<file path="src/rtl/ks_pkg.sv">
// rtl/ks_pkg.sv - shared types and propagate/generate helper for the Kogge-Stone adder
package ks_pkg;

    localparam int KS_WIDTH = 32;

    typedef struct packed {
        logic [KS_WIDTH-1:0] p;
        logic [KS_WIDTH-1:0] g;
        logic                cin;
    } pg_beat_t;

    typedef enum logic [1:0] {
        OCC_EMPTY,
        OCC_FULL1,
        OCC_FULL2
    } occ_state_t;

    // cin folds into g[0] only, so level 1 never needs a separate carry input
    function automatic pg_beat_t pg_gen(input logic [KS_WIDTH-1:0] a,
                                        input logic [KS_WIDTH-1:0] b,
                                        input logic                cin);
        pg_beat_t r;
        r.p    = a ^ b;
        r.g    = a & b;
        r.g[0] = r.g[0] | (r.p[0] & cin);
        r.cin  = cin;
        return r;
    endfunction

endpackage

</file>
<file path="src/rtl/ks_pg_stage_if.sv">
// rtl/ks_pg_stage_if.sv - operand and p/g handshake bundle; in_sub exists only with KS_PG_SUB_EN
interface ks_pg_stage_if #(
    parameter int WIDTH = 32,
    parameter int CNT_W = 16
);
    logic             in_valid;
    logic             in_ready;
    logic [WIDTH-1:0] in_a;
    logic [WIDTH-1:0] in_b;
    logic             in_cin;
`ifdef KS_PG_SUB_EN
    logic             in_sub;
`endif
    logic             out_valid;
    logic             out_ready;
    logic [WIDTH-1:0] p_list0;
    logic [WIDTH-1:0] g_list0;
    logic             cin_q;
    logic [CNT_W-1:0] op_count;

    modport master (
`ifdef KS_PG_SUB_EN
        output in_sub,
`endif
        output in_valid, in_a, in_b, in_cin, out_ready,
        input  in_ready, out_valid, p_list0, g_list0, cin_q, op_count
    );

    modport slave (
`ifdef KS_PG_SUB_EN
        input  in_sub,
`endif
        input  in_valid, in_a, in_b, in_cin, out_ready,
        output in_ready, out_valid, p_list0, g_list0, cin_q, op_count
    );

endinterface

</file>
<file path="src/rtl/ks_skid_buf.sv">
// rtl/ks_skid_buf.sv - generic 2-entry valid/ready skid register with registered in_ready
module ks_skid_buf
    import ks_pkg::*;
#(
    parameter int W = 8
) (
    input  logic         clk,
    input  logic         rst_n,
    input  logic         in_valid,
    output logic         in_ready,
    input  logic [W-1:0] in_data,
    output logic         out_valid,
    input  logic         out_ready,
    output logic [W-1:0] out_data
);

    occ_state_t   state;
    logic [W-1:0] skid_data;
    logic         accept;
    logic         emit;

    assign accept = in_valid & in_ready;
    assign emit   = out_valid & out_ready;

    // in_ready is low during reset and rises on the first edge after release
    always_ff @(posedge clk or negedge rst_n) begin
        if (!rst_n) begin
            state     <= OCC_EMPTY;
            in_ready  <= 1'b0;
            out_valid <= 1'b0;
            out_data  <= '0;
            skid_data <= '0;
        end else begin
            case (state)
                OCC_EMPTY: begin
                    in_ready <= 1'b1;
                    if (accept) begin
                        out_data  <= in_data;
                        out_valid <= 1'b1;
                        state     <= OCC_FULL1;
                    end
                end
                OCC_FULL1: begin
                    if (accept && emit) begin
                        out_data <= in_data;
                    end else if (accept) begin
                        skid_data <= in_data;
                        in_ready  <= 1'b0;
                        state     <= OCC_FULL2;
                    end else if (emit) begin
                        out_valid <= 1'b0;
                        state     <= OCC_EMPTY;
                    end
                end
                OCC_FULL2: begin
                    if (emit) begin
                        out_data <= skid_data;
                        in_ready <= 1'b1;
                        state    <= OCC_FULL1;
                    end
                end
                default: begin
                    out_valid <= 1'b0;
                    in_ready  <= 1'b1;
                    state     <= OCC_EMPTY;
                end
            endcase
        end
    end

endmodule

</file>
<file path="src/rtl/ks_pg_stage.sv">
// rtl/ks_pg_stage.sv - registered p/g front end of the 32-bit Kogge-Stone adder
// Optional subtract mode (in_sub) is enabled by defining KS_PG_SUB_EN.
module ks_pg_stage
    import ks_pkg::*;
#(
    parameter int WIDTH = KS_WIDTH,
    parameter int CNT_W = 16
) (
    input logic         clk,
    input logic         rst_n,
    ks_pg_stage_if.slave bus
);

    localparam int PW = 2 * WIDTH + 1;

    logic [WIDTH-1:0] b_eff;
    logic             cin_eff;
    pg_beat_t         beat;
    logic [PW-1:0]    in_payload;
    logic [PW-1:0]    out_payload;

`ifdef KS_PG_SUB_EN
    // A - B = A + ~B + 1; cin_q carries the effective carry-in to the sum stage
    assign b_eff   = bus.in_sub ? ~bus.in_b : bus.in_b;
    assign cin_eff = bus.in_sub | bus.in_cin;
`else
    assign b_eff   = bus.in_b;
    assign cin_eff = bus.in_cin;
`endif

    assign beat       = pg_gen(KS_WIDTH'(bus.in_a), KS_WIDTH'(b_eff), cin_eff);
    assign in_payload = {beat.p[WIDTH-1:0], beat.g[WIDTH-1:0], beat.cin};

    ks_skid_buf #(
        .W(PW)
    ) u_skid (
        .clk       (clk),
        .rst_n     (rst_n),
        .in_valid  (bus.in_valid),
        .in_ready  (bus.in_ready),
        .in_data   (in_payload),
        .out_valid (bus.out_valid),
        .out_ready (bus.out_ready),
        .out_data  (out_payload)
    );

    assign bus.p_list0 = out_payload[PW-1 -: WIDTH];
    assign bus.g_list0 = out_payload[WIDTH -: WIDTH];
    assign bus.cin_q   = out_payload[0];

    always_ff @(posedge clk or negedge rst_n) begin
        if (!rst_n) begin
            bus.op_count <= '0;
        end else if (bus.in_valid && bus.in_ready) begin
            bus.op_count <= bus.op_count + CNT_W'(1);
        end
    end

endmodule

</file>
<file path="src/flat_wrapper.sv">
// flat-port wrapper written by rule: the top's interface ports become plain ports
module ks_pg_stage_flat import ks_pkg::*;
#(
    parameter int WIDTH = KS_WIDTH,
    parameter int CNT_W = 16
)
  (clk, rst_n, bus_in_valid, bus_in_a, bus_in_b, bus_in_cin, bus_out_ready, bus_in_ready, bus_out_valid, bus_p_list0, bus_g_list0, bus_cin_q, bus_op_count);
  ks_pg_stage_if #(.WIDTH(WIDTH), .CNT_W(CNT_W)) bus_i ();
  input logic clk;
  input logic rst_n;
  input wire logic [$bits(bus_i.in_valid)-1:0] bus_in_valid;
  input wire logic [$bits(bus_i.in_a)-1:0] bus_in_a;
  input wire logic [$bits(bus_i.in_b)-1:0] bus_in_b;
  input wire logic [$bits(bus_i.in_cin)-1:0] bus_in_cin;
  input wire logic [$bits(bus_i.out_ready)-1:0] bus_out_ready;
  output wire logic [$bits(bus_i.in_ready)-1:0] bus_in_ready;
  output wire logic [$bits(bus_i.out_valid)-1:0] bus_out_valid;
  output wire logic [$bits(bus_i.p_list0)-1:0] bus_p_list0;
  output wire logic [$bits(bus_i.g_list0)-1:0] bus_g_list0;
  output wire logic [$bits(bus_i.cin_q)-1:0] bus_cin_q;
  output wire logic [$bits(bus_i.op_count)-1:0] bus_op_count;
  assign bus_i.in_valid = bus_in_valid;
  assign bus_i.in_a = bus_in_a;
  assign bus_i.in_b = bus_in_b;
  assign bus_i.in_cin = bus_in_cin;
  assign bus_i.out_ready = bus_out_ready;
  assign bus_in_ready = bus_i.in_ready;
  assign bus_out_valid = bus_i.out_valid;
  assign bus_p_list0 = bus_i.p_list0;
  assign bus_g_list0 = bus_i.g_list0;
  assign bus_cin_q = bus_i.cin_q;
  assign bus_op_count = bus_i.op_count;
  ks_pg_stage #(.WIDTH(WIDTH), .CNT_W(CNT_W)) u_core (.clk(clk), .rst_n(rst_n), .bus(bus_i));
endmodule
</file>
<file path="config.mk">
export PLATFORM = sky130hd
export DESIGN_NAME = ks_pg_stage_flat
export DESIGN_NICKNAME = d
export VERILOG_FILES = /design/src/rtl/ks_pkg.sv /design/src/rtl/ks_pg_stage_if.sv /design/src/rtl/ks_skid_buf.sv /design/src/rtl/ks_pg_stage.sv /design/src/flat_wrapper.sv
export SDC_FILE = /design/constraint.sdc
export NUM_CORES = 1
export LEC_CHECK = 0
export BUFFER_PORTS_ARGS = -buffer_cell sky130_fd_sc_hd__buf_2
export CORE_ASPECT_RATIO = 1.2
export CORE_MARGIN = 8
export CORE_UTILIZATION = 40
export CTS_CLUSTER_SIZE = 24
export DETAILED_ROUTE_END_ITERATION = 12
export SLEW_MARGIN = 20
export SYNTH_ARGS = -nofsm -noshare
export SYNTH_HDL_FRONTEND = slang
export SYNTH_SLANG_ARGS = --single-unit
</file>
<file path="constraint.sdc">
create_clock -name clk -period 3.39 [get_ports clk]
set_input_delay 0 -clock clk [delete_from_list [all_inputs] [get_ports clk]]
set_output_delay 0 -clock clk [all_outputs]
set_load 0.01 [all_outputs]
</file>
* Yosys cells after proc, flatten, opt, wreduce, memory -nomap -nowiden *
Cells that the tools add are included.

operators by class
  $add $sub $neg = 1
  reduce and logical (&&, ||, !) cells = 9
  bitwise logic cells = 8
  muxes and demuxes = 19
  eq/ne operators = 10

operator list
  kind                   count
  $mux 65                3
  $pmux 65 s3            1
  $and 32x32->32         1
  $xor 32x32->32         1
  $add 16x1->16 const B  1
  $ne 2x2->1 const B     7
  $mux 2                 5
  $reduce_and 4->1       2
  $mux 1                 7
  $pmux 2 s3             1
  $reduce_and 3->1       2
  $reduce_and 5->1       1
  $and 1x1->1            3
  $ne 3x3->1 const B     1
  $pmux 1 s3             1
  $reduce_bool 3->1      1
  $eq 2x1->1 const B     1
  $eq 2x2->1 const B     1
  $logic_and 1x1->1      2
  $logic_not 2->1        1
  $not 1->1              2
  $pmux 1 s2             1
  $or 1x1->1             1

storage, ports and cells
  input bits = 69
  output and inout port bits = 83
  logic and storage cells = 53
  flip-flop bits (word level) = 150

* Depth between registers and ports, before layout *
  depth in word-level cells = 5
  mapped depth = 6
  depth with buffers taken out = 5

* Cells and area by module *
From an unflattened synthesis, not the netlist that was laid out.

second synthesis, totals
  cells, all modules = 466
  area, all modules = 7218.2 µm²

modules (own cells, without submodules)
  module       seq. area each (µm²)  cells each  times used  area each (µm²)
  ks_skid_buf  3353.2                371         1           6094.6
  ks_pg_stage  400.4                 95          1           1123.6

* Worst setup path after synthesis *
OpenSTA, ideal clock, no wires.

  path type = register to register
  start point = register u_core.bus.op_count[0]
  end point = register u_core.bus.op_count[12]
  setup time = 126 ps
  setup slack = 1828 ps
  data required time = 3264 ps
  clock period less this slack = 1562 ps
  data arrival time = 1436 ps
  buffers on the path = 0
  stages on the path, launching flop included = 6
  cell sequence = dfrtp_1 -> ha_1 -> nand3_1 -> nor4_1 -> nand3_1 -> xnor2_1

between the ends
  word-level cells in the longest chain between the ends = 1

RTL lines
  element                 line                  RTL
  start, declared         ks_pg_stage_if.sv:34  output in_ready, out_valid, p_list0, g_list0, cin_q, op_count
  start signal, assigned  ks_pg_stage.sv:55     bus.op_count <= bus.op_count + CNT_W'(1);
  $add 16x1->16           ks_pg_stage.sv:55

No other way between the ends.
A chain may end at the register's enable or synchronous reset.

* Worst setup path after layout *
  start point = register u_core.u_skid.state[0]
  end point = register u_core.u_skid.out_data[61]

between the ends
  word-level cells in the longest chain between the ends = 3
  elaborated cells between the ends (all ways) = 9
  those cells by class = 5 x eq/ne; 1 x mux; 3 x reduce/logical

RTL lines
  element                                                                  line               RTL
  start, declared                                                          ks_skid_buf.sv:17  occ_state_t state;
  start signal, assigned                                                   ks_skid_buf.sv:28  state <= OCC_EMPTY;
  start signal, assigned                                                   ks_skid_buf.sv:40  state <= OCC_FULL1;
  start signal, assigned                                                   ks_skid_buf.sv:49  state <= OCC_FULL2;
  $eq 2x1->1 (tied with other cells)                                       ks_skid_buf.sv:34  case (state)
  $ne 2x2->1 (no source line) / $reduce_bool 3->1 (equally long branches)  --
  $reduce_and 4->1 (no source line)                                        --
  end signal, assigned                                                     ks_skid_buf.sv:38  out_data <= in_data;
  end signal, assigned                                                     ks_skid_buf.sv:45  out_data <= in_data;
  end signal, assigned                                                     ks_skid_buf.sv:57  out_data <= skid_data;
  end, declared                                                            ks_skid_buf.sv:14  output logic [W-1:0] out_data

Parallel ways exist; a longest one is shown, timed or not.

==> summary.log <==
INFO  yosys          synth_enable_flop_cells=0
INFO  grt            gr-max-usage-layer=met2
INFO  grt            grt_use_total=0.170
INFO  clock_tree     tritoncts.num_buffers=17
INFO  grt            number_of_global_route_vias_before_repair=5811
INFO  detailed_routing route.detailed.wl_per_inst=16.3um
INFO  outcome        outcome=finished clean
INFO  detailed_routing drt_pre_antenna_iters=6
INFO  yosys          synth_top_family_by_area=simple AND/OR/NAND/NOR gates
INFO  critical_path  worstSetupPathType=reg2reg
INFO  min_path       hold_class=in2reg
INFO  timing         finalCritPeriodShare=0.626
INFO  grt            gr_met3_demand_resource=0.0421
INFO  detailed_routing antenna_left=0
INFO  placement      detailed_place_hpwl=11.1mm
INFO  grt            globalRouteMet1Util=0.191
INFO  timing         timing.slew.headroom=0.346
INFO  timing         timing_max_transition_violations_final=0
INFO  critical_path  cp_data_arrival_time=2.45ns
INFO  cells_and_area num_antenna_cells=0
INFO  yosys          post-synth-top-count-cell=sky130_fd_sc_hd__dfrtp_1
INFO  grt            grt_start_max_net_pins=103
INFO  placement      place_worst_setup_slack=1.26ns
INFO  cells_and_area number_of_filler_instances_in_the_final_layout=1386
INFO  yosys          synthXorXnorAreaFrac=0.0198
INFO  yosys          yosysUniqueCellTypes=29
INFO  floorplan      chipHeight=157um
INFO  timing         final_hold_viol_count=0
INFO  timing         setup_tns=0ns
INFO  yosys          synth-compound-area-share=0.0734
INFO  grt            grt.overflow.total=0
INFO  placement      post_dp_cell_area=7590um2
INFO  grt            grt_antenna_before_repair=0
INFO  floorplan      chipWidth=134um
INFO  yosys          yosys.area.top_type=sky130_fd_sc_hd__dfrtp_1
INFO  cells_and_area final_nets=943
INFO  critical_path  critical_path.endpoint_type=flop
INFO  timing         final_critical_path_setup_slack=1.27ns
INFO  yosys          syn-num-nets=710
INFO  timing         finalWorstPathRequiredPeriod=2.12ns
INFO  yosys          synthArstFlopShare=1.00
INFO  floorplan      row_count=51
INFO  timing         clock_skew=0.00762ns
INFO  clock_tree     buffers_from_clock_root_to_sink_at_most=2
INFO  timing         setup_viol=0
INFO  grt            wire_length_of_the_first_global_routing_pass=28.6mm
INFO  cells_and_area synthToLayoutAreaGrowth=37.2%
INFO  yosys          synthTopCellsByArea=sky130_fd_sc_hd__dfrtp_1, sky130_fd_sc_hd__mux2_2, sky130_fd_sc_hd__nand2_1, sky130_fd_sc_hd__a31oi_1, sky130_fd_sc_hd__ha_1
INFO  critical_path  critPathLaunchType=flop
INFO  power_and_ir_drop power_density=901nW/um2
INFO  clock_tree     clock_tree_from_tritoncts=yes
INFO  detailed_routing finalWirelength=17.3mm
INFO  placement      number_of_i_o_port_buffers=151
INFO  floorplan      initial_core_util=0.409
INFO  power_and_ir_drop vdd_ir_drop_max=0.349mV
INFO  clock_tree     post_cts_buffers=0
INFO  yosys          synth-main-ff-cell=sky130_fd_sc_hd__dfrtp_1
INFO  critical_path  worst-path-max-fanout=50
INFO  floorplan      io-pin-count=152
INFO  cells_and_area finish.utilization=0.561
INFO  yosys          syn_inst=608
INFO  detailed_routing drt-vias-per-instance=5.04
INFO  placement      routabilityCongestion=0.773
INFO  timing         timing.fmax=471MHz
INFO  yosys          yosys.area.top_type_share=0.565
INFO  min_path       worstHoldPathCells=3
INFO  grt            global_route.usage.met2=0.293
INFO  yosys          multiplexer_share_of_the_synthesized_area=0.110
INFO  critical_path  ff2ff_path_depth=5
INFO  cells_and_area layout.cell_area.non_filler=9120um2
INFO  yosys          mappedNetlistArea=6650um2
INFO  clock_tree     clkLatencyLatePin=0.42ns
INFO  cells_and_area share_of_post_route_cells_with_drive_strength_above_1=0.307
INFO  yosys          ys_ff_latch=150
INFO  clock_tree     cts-root-buf=sky130_fd_sc_hd__clkbuf_16
INFO  timing         tightestPinTransition=0.981ns
INFO  yosys          post_synth_and_or_nand_nor_area_fraction=0.139
INFO  clock_tree     clock_slew_at_the_register_clock_pins_of_the_worst_setup_and_hold_paths=0.06ns
INFO  floorplan      core_box_area=16300um2
INFO  detailed_routing drtIter0Drc=369
INFO  detailed_routing route.vias.total=5369
INFO  yosys          netlist_top_cells_count=sky130_fd_sc_hd__dfrtp_1, sky130_fd_sc_hd__nand2_1, sky130_fd_sc_hd__nor2_1
INFO  detailed_routing detail_route.drc_violations=0
INFO  yosys          synth-warning-count=0
INFO  timing         setup_repair_after_global_routing_missed_its_margin=false
INFO  power_and_ir_drop power_leakage=4.29nW
INFO  yosys          yosys.area_share.adder=0.0621
INFO  clock_tree     clk_sinks=150
INFO  critical_path  critPathRequiredTime=3.72ns
INFO  yosys          yosysSeqAreaShare=0.565
INFO  yosys          synth.avg_cell_area=10.9um2
INFO  critical_path  reg2reg_slack=1.27ns
INFO  flow_run       max_cap_viol_count=0
INFO  clock_tree     htree_levels=4
INFO  floorplan      die_area=21000um2
kinds of logic (layout without fill, tap and decap cells):
kind of cell / Yosys count / after routing
AO/OA/AOI/OAI: 75 / 75
adder cells (fa/ha/maj): 33 / 33
AND/OR/NAND/NOR: 233 / 233
XOR/XNOR: 15 / 15
multiplexers: 65 / 65
buffers and inverters: 37 / 282
flip-flops: 150 / 150
worst max-delay path, cell delays in order, from the launching register on:
cell	delay, ns
sky130_fd_sc_hd__dfrtp_1	0.42
sky130_fd_sc_hd__a21boi_2	0.20
sky130_fd_sc_hd__o32ai_4	0.84
sky130_fd_sc_hd__buf_12	0.32
sky130_fd_sc_hd__nor2_1	0.07
sky130_fd_sc_hd__a31oi_1	0.17
power breakdown:
part | total [mW] | switching (mW) | internal, mW | leakage, nW
Combinational | 2.98 | 1.62 | 1.36 | 2.17
Clock | 2.06 | 0.704 | 1.35 | 0.322
Sequential | 3.18 | 0.530 | 2.65 | 1.80
layout by cell type, fill, tap and decap left out, types with 2 or more instances in the layout:
cell type,instances
sky130_fd_sc_hd__buf_2,150
sky130_fd_sc_hd__dfrtp_1,150
sky130_fd_sc_hd__nand2_1,142
sky130_fd_sc_hd__dlygate4sd3_1,89
sky130_fd_sc_hd__nor2_1,71
sky130_fd_sc_hd__a31oi_1,66
sky130_fd_sc_hd__mux2_2,65
sky130_fd_sc_hd__ha_1,33
sky130_fd_sc_hd__clkbuf_16,17
sky130_fd_sc_hd__xnor2_1,12
sky130_fd_sc_hd__buf_4,6
sky130_fd_sc_hd__nand3_1,5
sky130_fd_sc_hd__nand4_1,5
sky130_fd_sc_hd__clkinv_2,5
sky130_fd_sc_hd__bufinv_16,5
sky130_fd_sc_hd__a21oi_1,3
sky130_fd_sc_hd__o21ai_0,3
sky130_fd_sc_hd__xor2_1,3
sky130_fd_sc_hd__clkbuf_8,3
sky130_fd_sc_hd__buf_12,3
sky130_fd_sc_hd__nand2_2,2
sky130_fd_sc_hd__nor4_1,2
sky130_fd_sc_hd__inv_1,2
flip-flops by register name, summed over array words and instances (netlist names):
signal and cells:
u_core.u_skid.out_data 65, u_core.u_skid.state 2, u_core.u_skid.in_ready 1, u_core.u_skid.skid_data 65, u_core.bus.op_count 16, u_core.u_skid.out_valid 1
routing by layer:
metal,up-vias,wire length (um),part of all wire
met5,-,0,0
met4,0,496,0.029
met3,40,840,0.048
met1,2614,7230,0.42
li1,2551,-,-
met2,164,8760,0.51
layout make-up:
cell class / instances / area, um2 / share of cell area
clock buffer: 21 / 470 / 0.0516
tap: 212 / 265 / 0.0291
inverter: 2 / 7.51 / 0.000823
clock inverter: 10 / 175 / 0.0192
sequential: 150 / 3750 / 0.411
timing repair buffer: 249 / 1760 / 0.193
multi-input combinational: 421 / 2690 / 0.295
timing repair:
action                    in CTS  in global routing
hold endpoints to repair     167                  0
resized for setup              0                  0
hold buffers                  89                  0
stage by stage:
step	power [mW]	hold WS, ns	cells
after floorplan	5.04	-0.296	608
after global placement	5.97	0.188	945
after detailed placement	6.11	0.195	945
after CTS	8.29	0.00320	1065
after global routing	8.79	0.0129	1065
final	8.22	0.0196	1065
final timing paths:
| kind | from | to |
|---|---|---|
| max in group asynchronous | rst_n | u_core.u_skid.out_data[46] |
| setup reg to reg | u_core.u_skid.state[0] | u_core.u_skid.out_data[61] |
| hold reg to reg | u_core.bus.op_count[15] | u_core.bus.op_count[15] |
| min in group asynchronous | rst_n | u_core.u_skid.out_data[17] |
| hold / removal | bus_in_b[23] | u_core.u_skid.skid_data[56] |
| setup / recovery | u_core.u_skid.state[0] | u_core.u_skid.out_data[61] |
(Power assumes the default switching activity.)
